[src/rtl/vector_writeback.sv]
// Writeback queue between the vector execution stage and the register file.
// In-order FIFO with a registered write port and a pending-register scoreboard mask.
module vector_writeback #(
    parameter int DEPTH = 4
) (
    input  logic        clock,
    input  logic        reset_n,
    input  logic        in_valid,
    output logic        in_ready,
    input  logic [3:0]  in_index,
    input  logic [31:0] in_data,
    input  logic        rf_stall,
    output logic        update_enable,
    output logic [3:0]  indexVd,
    output logic [31:0] update_register,
    output logic [15:0] pending_mask,
    output logic [15:0] writes_issued
);

    localparam int PW = (DEPTH > 1) ? $clog2(DEPTH) : 1;
    localparam int CW = $clog2(DEPTH + 1);

    logic [35:0]   mem [DEPTH];

    logic [PW-1:0] wr_ptr_q, wr_ptr_d;
    logic [PW-1:0] rd_ptr_q, rd_ptr_d;
    logic [CW-1:0] count_q, count_d;
    logic          update_enable_q, update_enable_d;
    logic [3:0]    index_vd_q, index_vd_d;
    logic [31:0]   update_register_q, update_register_d;
    logic [15:0]   writes_issued_q, writes_issued_d;

    logic          push;
    logic          pop;
    logic [35:0]   head;
    logic [PW-1:0] offs;
    logic [15:0]   pending_c;

    assign in_ready        = (count_q < CW'(DEPTH));
    assign update_enable   = update_enable_q;
    assign indexVd         = index_vd_q;
    assign update_register = update_register_q;
    assign writes_issued   = writes_issued_q;
    assign pending_mask    = pending_c;

    always_comb begin
        push              = in_valid && in_ready;
        pop               = (count_q != '0) && !rf_stall;
        head              = mem[rd_ptr_q];
        wr_ptr_d          = wr_ptr_q + PW'(push);
        rd_ptr_d          = rd_ptr_q + PW'(pop);
        count_d           = count_q;
        update_enable_d   = pop;
        index_vd_d        = index_vd_q;
        update_register_d = update_register_q;
        writes_issued_d   = writes_issued_q + 16'(pop);

        case ({push, pop})
            2'b10:   count_d = count_q + CW'(1);
            2'b01:   count_d = count_q - CW'(1);
            default: count_d = count_q;
        endcase

        if (pop) begin
            index_vd_d        = head[35:32];
            update_register_d = head[31:0];
        end
    end

    // Slot i holds a live entry when its distance from the read pointer is below the count.
    always_comb begin
        pending_c = '0;
        offs      = '0;
        for (int i = 0; i < DEPTH; i++) begin
            offs = PW'(i) - rd_ptr_q;
            if (CW'(offs) < count_q) begin
                pending_c[mem[i][35:32]] = 1'b1;
            end
        end
        if (update_enable_q) begin
            pending_c[index_vd_q] = 1'b1;
        end
    end

    always_ff @(posedge clock) begin
        if (!reset_n) begin
            wr_ptr_q          <= '0;
            rd_ptr_q          <= '0;
            count_q           <= '0;
            update_enable_q   <= 1'b0;
            index_vd_q        <= '0;
            update_register_q <= '0;
            writes_issued_q   <= '0;
        end else begin
            wr_ptr_q          <= wr_ptr_d;
            rd_ptr_q          <= rd_ptr_d;
            count_q           <= count_d;
            update_enable_q   <= update_enable_d;
            index_vd_q        <= index_vd_d;
            update_register_q <= update_register_d;
            writes_issued_q   <= writes_issued_d;
        end
    end

    // Storage is intentionally not reset; only slots covered by the count are ever observed.
    always_ff @(posedge clock) begin
        if (push) begin
            mem[wr_ptr_q] <= {in_index, in_data};
        end
    end

endmodule

[config.mk]
export PLATFORM = sky130hd
export DESIGN_NAME = vector_writeback
export DESIGN_NICKNAME = d
export VERILOG_FILES = /design/src/rtl/vector_writeback.sv
export SDC_FILE = /design/constraint.sdc
export NUM_CORES = 1
export LEC_CHECK = 0
export ABC_CLOCK_PERIOD_IN_PS = 4019
export CORE_ASPECT_RATIO = 1.5
export CORE_UTILIZATION = 45
export CTS_CLUSTER_DIAMETER = 120
export CTS_CLUSTER_SIZE = 10
export DETAILED_ROUTE_END_ITERATION = 6
export MAX_ROUTING_LAYER = met4
export PLACE_DENSITY = 0.7
export SYNTH_ARGS = -nofsm -noshare
export SYNTH_HDL_FRONTEND = slang
export SYNTH_SLANG_ARGS = --single-unit
export TNS_END_PERCENT = 100
[constraint.sdc]
create_clock -name clock -period 4.02 [get_ports clock]
set_input_delay 0.402 -clock clock [delete_from_list [all_inputs] [get_ports clock]]
set_output_delay 0.402 -clock clock [all_outputs]
set_load 0.02 [all_outputs]
==> results of run 1 <==
area by class of cell:
class / instances / area share
flip-flops and latches: 204 / 0.521
multi-input cells: 352 / 0.271
repair buffers: 119 / 0.109
clock buffers: 40 / 0.0622
well taps: 252 / 0.0297
inverters: 14 / 0.00495
clock inverters: 2 / 0.00236
layout by cell type, fill, tap and decap left out, drive strengths merged, types with 4 or more instances in the layout:
cell / instances
a2111oi: 5
a21boi: 40
a221oi: 10
a22oi: 7
and2: 21
and3: 5
buf: 11
clkbuf: 40
clkdlybuf4s50: 108
dfxtp: 60
edfxtp: 144
ha: 9
inv: 14
mux4: 36
nand2: 90
nand2b: 8
nand3: 15
nor2: 13
nor2b: 14
nor3: 8
nor3b: 5
o211ai: 5
o21ai: 5
o221ai: 6
o311ai: 4
xnor2: 7
xor2: 8
where the power goes:
group	internal (mW)	switching, mW	leakage (nW)
logic	0.936	1.19	1.36
clock network	1.12	0.771	0.326
registers	2.57	0.207	1.81
metal layers:
layer | part of all wire | routed length, um | up-vias
met2 | 0.55 | 11100 | 192
li1 | - | - | 2511
met3 | 0.043 | 866 | 52
met4 | 0.034 | 686 | 0
met1 | 0.37 | 7400 | 2702
met5 | 0 | 0 | -
flip-flops by register name, summed over array words and instances, names as in the netlist:
name             count
indexVd              4
wr_ptr_q             2
writes_issued       16
mem                144
update_enable        1
count_q              3
update_register     32
rd_ptr_q             2
per-stage QoR:
stage,util,std cells
2_1_floorplan,-,599
3_3_place_gp,0.534,941
3_5_place_dp,0.534,941
4_1_cts,0.570,983
5_1_grt,0.570,983
6_report,0.570,983
final timing paths:
kind                                   start                         endpoint  cells after the start
max                   rd_ptr_q[0]$_SDFF_PN0_                  pending_mask[2]                      7
min          update_register[1]$_SDFFE_PN0P_  update_register[1]$_SDFFE_PN0P_                      2
max reg2reg          count_q[2]$_SDFFE_PN0P_          count_q[2]$_SDFFE_PN0P_                     10
min reg2reg  update_register[1]$_SDFFE_PN0P_  update_register[1]$_SDFFE_PN0P_                      2
logic make-up after synthesis:
family          count (synthesis)  share of synthesized area
compound gates                 92                     0.0888
xor+xnor                       15                     0.0153
fa+ha+maj                      10                     0.0154
buf+inv                        43                     0.0262
flops                         204                      0.642
mux                            38                     0.0965
simple gates                  197                      0.116
critical path, cell delays in order (launching register included):
cell and delay, ns:
dfxtp_4 0.44, xor2_1 0.22, ha_1 0.29, nor2b_1 0.17, a2111oi_2 0.70, a22oi_1 0.20, o211ai_1 0.18, clkdlybuf4s50_1 0.66
==> results.ini, run 1 <==
[sta]
fin_ws_ns = 0.257
setup_viol = 0
finalCritPeriodShare = 0.936
relSlewSlack = 0.317
worstMarginPinSlew_ns = 1.02
hold_violations = 0
hold_ws_ns = 0.452
drv_slew = 0
rsz0062_at_grt = false
finalClockSkew_ns = 0.0196
finalCriticalPeriod_ns = 3.76
fmax_ghz = 0.266
setup_tns_ns = 0

[detailed_routing]
wl_per_cell_um = 20.5
drt_iter0_drc = 314
first_pass_iters = 5
antenna_left = 0
dr_total_vias = 5457
wirelength_mm = 20.1
viasPerCell = 5.55
drc_errors = 0

[global_routing]
grt_busiest_layer = met2
antenna_found_initial = 0
grt_pass1_wl_mm = 30.9
grt_max_degree = 63
grt_usage = 0.217
grt_use_met2 = 0.403
met3_usage = 0.0236
overflow = 0
grt_pass1_vias = 5682
met1_usage = 0.230

[run_status]
status = completed

[final_layout]
fillers = 1521
drive_gt1_frac = 0.129
fin_nets = 765
area_growth_pct = 23.4
stdcell_area_um2 = 10600
multi_input_area_um2 = 2880
num_antenna_cells = 0
register_area_um2 = 5530

[clock_network]
clk_latency_ns = 0.51
cts_hold_buf = 0
cts.sink_count = 204
cts_buffers = 24
cts_tree = done
cts_setup_buffers = 0
cts_root_buf = clkbuf_16
clock_path_buffers = 3
path_clk_slew_ns = 0.05
h-tree-depth = 1
post_cts_resize_count = 0

[worst_setup_path]
critPathRequiredTime_ns = 3.62
worstSetupPathType = flop to output port
startpoint_type = flop
cp_max_fo = 10
critical_path_arrival_ns = 3.36
ff2ff_setup_slack_ns = 0.92
cp-end-kind = output port

[placement]
postPlaceCellArea_um2 = 9940
gp_congestion = 0.885
hpwlAfterDp_mm = 13.7
dp_slack_ns = 0.727
place.port_buffers = 109

[floorplanning]
start_util = 0.462
die-width_um = 115
dieHeight_um = 171
rows = 61
ios = 110
dieArea_um2 = 19700
core_um2 = 18600

[logic_synthesis]
syn_avg_cell_area_um2 = 14.4
synth_top_area_frac = 0.502
synthMostInstantiatedCell = edfxtp_1
yosys.area.top_type = edfxtp_1
synth_cell_types = 56
netlist_top_cells_area = edfxtp_1 50%, dfxtp_1 14%, mux4_2 9.4%
synth-seq-area-share = 0.642
synth-edff-count = 144
synth_area_um2 = 8610
ys.flop_type = edfxtp_1
synth_common_cells = 144 x edfxtp_1, 90 x nand2_1, 60 x dfxtp_1, 36 x mux4_2, 21 x and2_1
async_reset_ff_frac = 0
ys_warn_count = 0
syn-num-nets = 649
synthCells = 599
ys_ff_latch = 204

[power]
power.density_nw_per_um2 = 639
p_total_mw = 6.79
peakVddDrop_v = 0.000423
p_leak_nw = 3.50

[flow_run]
max_cap_viol_count = 0

[worst_hold_path]
hold_path_class = flop to flop

Power figures use the tool's default switching activity.
==> run 2: changes to the inputs <==
--- a/config.mk
+++ b/config.mk
@@ -12,7 +12,7 @@
 export CTS_CLUSTER_SIZE = 10
 export DETAILED_ROUTE_END_ITERATION = 6
 export MAX_ROUTING_LAYER = met4
-export PLACE_DENSITY = 0.7
+export PLACE_DENSITY = 0.81
 export SYNTH_ARGS = -nofsm -noshare
 export SYNTH_HDL_FRONTEND = slang
 export SYNTH_SLANG_ARGS = --single-unit
==> run 2 against run 1 <==
Effect of this change: via count down 0.95%; sequential power is essentially flat; die area did not move; first-iteration DRC count shrank 8.6%.
==> results.ini, run 2 (synthesized netlist as in run 1, its figures left out) <==
[final_layout]
area_growth_pct = 23.5  ; about the same
largest_reg_flops = 144  ; unchanged
fillers = 1526  ; +0.33%
fin_nets = 765  ; unchanged
drive_gt1_frac = 0.127  ; -0.00172
final_common_cell = edfxtp_1
fin_util = 0.571  ; about the same
top_register = mem
mostFrequentLayoutCells = 144 x edfxtp_1, 108 x clkdlybuf4s50_1, 90 x nand2_1

[detailed_routing]
dr_total_vias = 5405  ; -0.95%
wl_per_cell_um = 19.6  ; -4.3%
wirelength_mm = 19.3  ; -4.0%
drt_iter0_drc = 287  ; -8.6%
drc_errors = 0  ; unchanged
viasPerCell = 5.48  ; -1.3%
antenna_left = 0  ; unchanged
first_pass_iters = 4  ; -1

[power]
power.density_nw_per_um2 = 638  ; -0.16%
p_switching_mw = 2.16  ; -0.36%
p_int_mw = 4.63  ; about the same
p_seq_frac = 0.407  ; -0.002
swShare = 0.318  ; -0.000875
p_comb_frac = 0.311  ; -0.002
peakVddDrop_v = 0.000332  ; -22%
p_leak_nw = 3.50  ; about the same
clkPwrFrac = 0.282  ; +0.004

[run_status]
status = completed

[global_routing]
grt_usage = 0.206  ; -0.0103
grt_pass1_wl_mm = 29.9  ; -3.3%
antenna_found_initial = 0  ; unchanged
grt_pass1_vias = 5589  ; -1.6%
grt_max_degree = 63  ; unchanged
overflow = 0  ; unchanged

[floorplanning]
rows = 61  ; unchanged
start_util = 0.462  ; unchanged
core_um2 = 18600  ; unchanged
die-width_um = 115  ; unchanged
dieArea_um2 = 19700  ; unchanged
dieHeight_um = 171  ; unchanged
ios = 110  ; unchanged

[sta]
hold_ws_ns = 0.449  ; -0.00312 ns
relSlewSlack = 0.355  ; +0.0383
hold_violations = 0  ; unchanged
setup_viol = 0  ; unchanged
rsz0062_at_grt = false
finalClockSkew_ns = 0.0254  ; +0.00583 ns
fmax_ghz = 0.271  ; +1.8%
finalCritPeriodShare = 0.920  ; -0.0166
setup_tns_ns = 0  ; unchanged
finalCriticalPeriod_ns = 3.70  ; -0.0667 ns
worstMarginPinSlew_ns = 0.967  ; -0.0574 ns
drv_slew = 0  ; unchanged

[worst_setup_path]
crit_path_cell_trace = xor2_1, inv_1, ha_1, nor2b_1, a211oi_2, a221o_1, a221o_1, clkdlybuf4s50_1
ff2ff_setup_slack_ns = 1.30  ; +0.38 ns
startpoint_type = flop
critical_path_arrival_ns = 3.29  ; -0.07 ns
critPathMaxStageDelay_ns = 0.61  ; -0.09 ns
r2r_start = count_q[2]$_SDFFE_PN0P_
rr_worst_depth = 9  ; -1
cp_max_fo = 9  ; -1
reg2reg_to = writes_issued[14]$_SDFF_PN0_
cpMaxStageDelayCell = a211oi_2
critPathRequiredTime_ns = 3.62  ; about the same
worstSetupPathType = flop to output port
cp-end-kind = output port
cp_common_cell = a221o_1

[placement]
place.port_buffers = 109  ; unchanged
hpwlAfterDp_mm = 13.0  ; -4.9%
gp_congestion = 0.933  ; +5.4%

[worst_hold_path]
hold_path_class = flop to flop
hold_path_depth = 2  ; unchanged
min_from = update_register[29]$_SDFFE_PN0P_
holdPathEnd = update_register[29]$_SDFFE_PN0P_

[clock_network]
post_cts_resize_count = 0  ; unchanged
cts.sink_count = 204  ; unchanged
clk_latency_ns = 0.51  ; about the same
cts_buffers = 24  ; unchanged
cts_hold_buf = 0  ; unchanged
cts_setup_buffers = 0  ; unchanged
h-tree-depth = 1  ; unchanged
clock_path_buffers = 3  ; unchanged
path_clk_slew_ns = 0.05  ; about the same
cts_root_buf = clkbuf_16
cts_tree = done

[flow_run]
max_cap_viol_count = 0  ; unchanged

run 2: cell types whose count changed in the layout (fill, tap and decap cells not counted), sizes merged:
cell / previous run / this run
diode: 0 / 1
clkbuf: 40 / 42
run 2: layout make-up:
cell class | instances | area (um2) | share of cell area
Clock inverter | 2 | 25.0 | 0.00235
Timing Repair Buffer | 119 | 1160 | 0.109
Antenna cell | 1 | 2.50 | 0.000235
Multi-Input combinational cell | 352 | 2880 | 0.271
Clock buffer | 42 | 668 | 0.0628
Tap cell | 252 | 315 | 0.0297
Sequential cell | 204 | 5530 | 0.520
Inverter | 14 | 52.6 | 0.00494
run 2: power by group through the flow:
stage | sequential (mW) | clock, mW | combinational [mW]
floorplan | 2.87 | 0 | 1.34
global placement | 2.79 | 0 | 2.09
detailed placement | 2.80 | 0 | 2.13
CTS | 2.76 | 1.95 | 2.14
global route | 2.79 | 2.03 | 2.30
finish | 2.76 | 1.91 | 2.11
run 2: how the worst max path moves through the flow:
stage / to / start / slack, ns / depth (start not counted)
2_1_floorplan: mem[1][0]$_DFFE_PP_ / count_q[2]$_SDFFE_PN0P_ / 0.008 / 4
3_3_place_gp: pending_mask[4] / rd_ptr_q[1]$_SDFF_PN0_ / 0.83 / 8
3_5_place_dp: pending_mask[3] / rd_ptr_q[0]$_SDFF_PN0_ / 0.84 / 6
4_1_cts: pending_mask[3] / rd_ptr_q[0]$_SDFF_PN0_ / 0.30 / 6
5_1_grt: pending_mask[6] / rd_ptr_q[1]$_SDFF_PN0_ / 0.12 / 7
6_report: pending_mask[4] / rd_ptr_q[1]$_SDFF_PN0_ / 0.32 / 8
run 2: metal layers:
metal,up-vias,GRT usage,routed length [um]
met5,-,-,0
met4,0,0.0796,573
met3,40,0.0268,759
met2,166,0.381,10800
met1,2684,0.222,7200
li1,2515,-,-
run 2: metrics by stage:
stage               worst slack [ns]  power, mW  instance area [um2]  cells
global route                   0.119       7.12                10600    985
finish                         0.323       6.79                10600    986
floorplan                    0.00783       4.21                 8610    599
CTS                            0.301       6.85                10600    985
global placement               0.833       4.87                 9940    941
detailed placement             0.840       4.93                 9940    941
run 2: critical path, delay by kind of cell (launching register included):
kind / cells / cell delay [ns]
AO/OA/AOI/OAI: 3 / 1.03
buffers and inverters: 2 / 0.67
flip-flops: 1 / 0.45
adder cells (fa/ha/maj): 1 / 0.26
XOR/XNOR: 1 / 0.22
AND/OR/NAND/NOR: 1 / 0.16
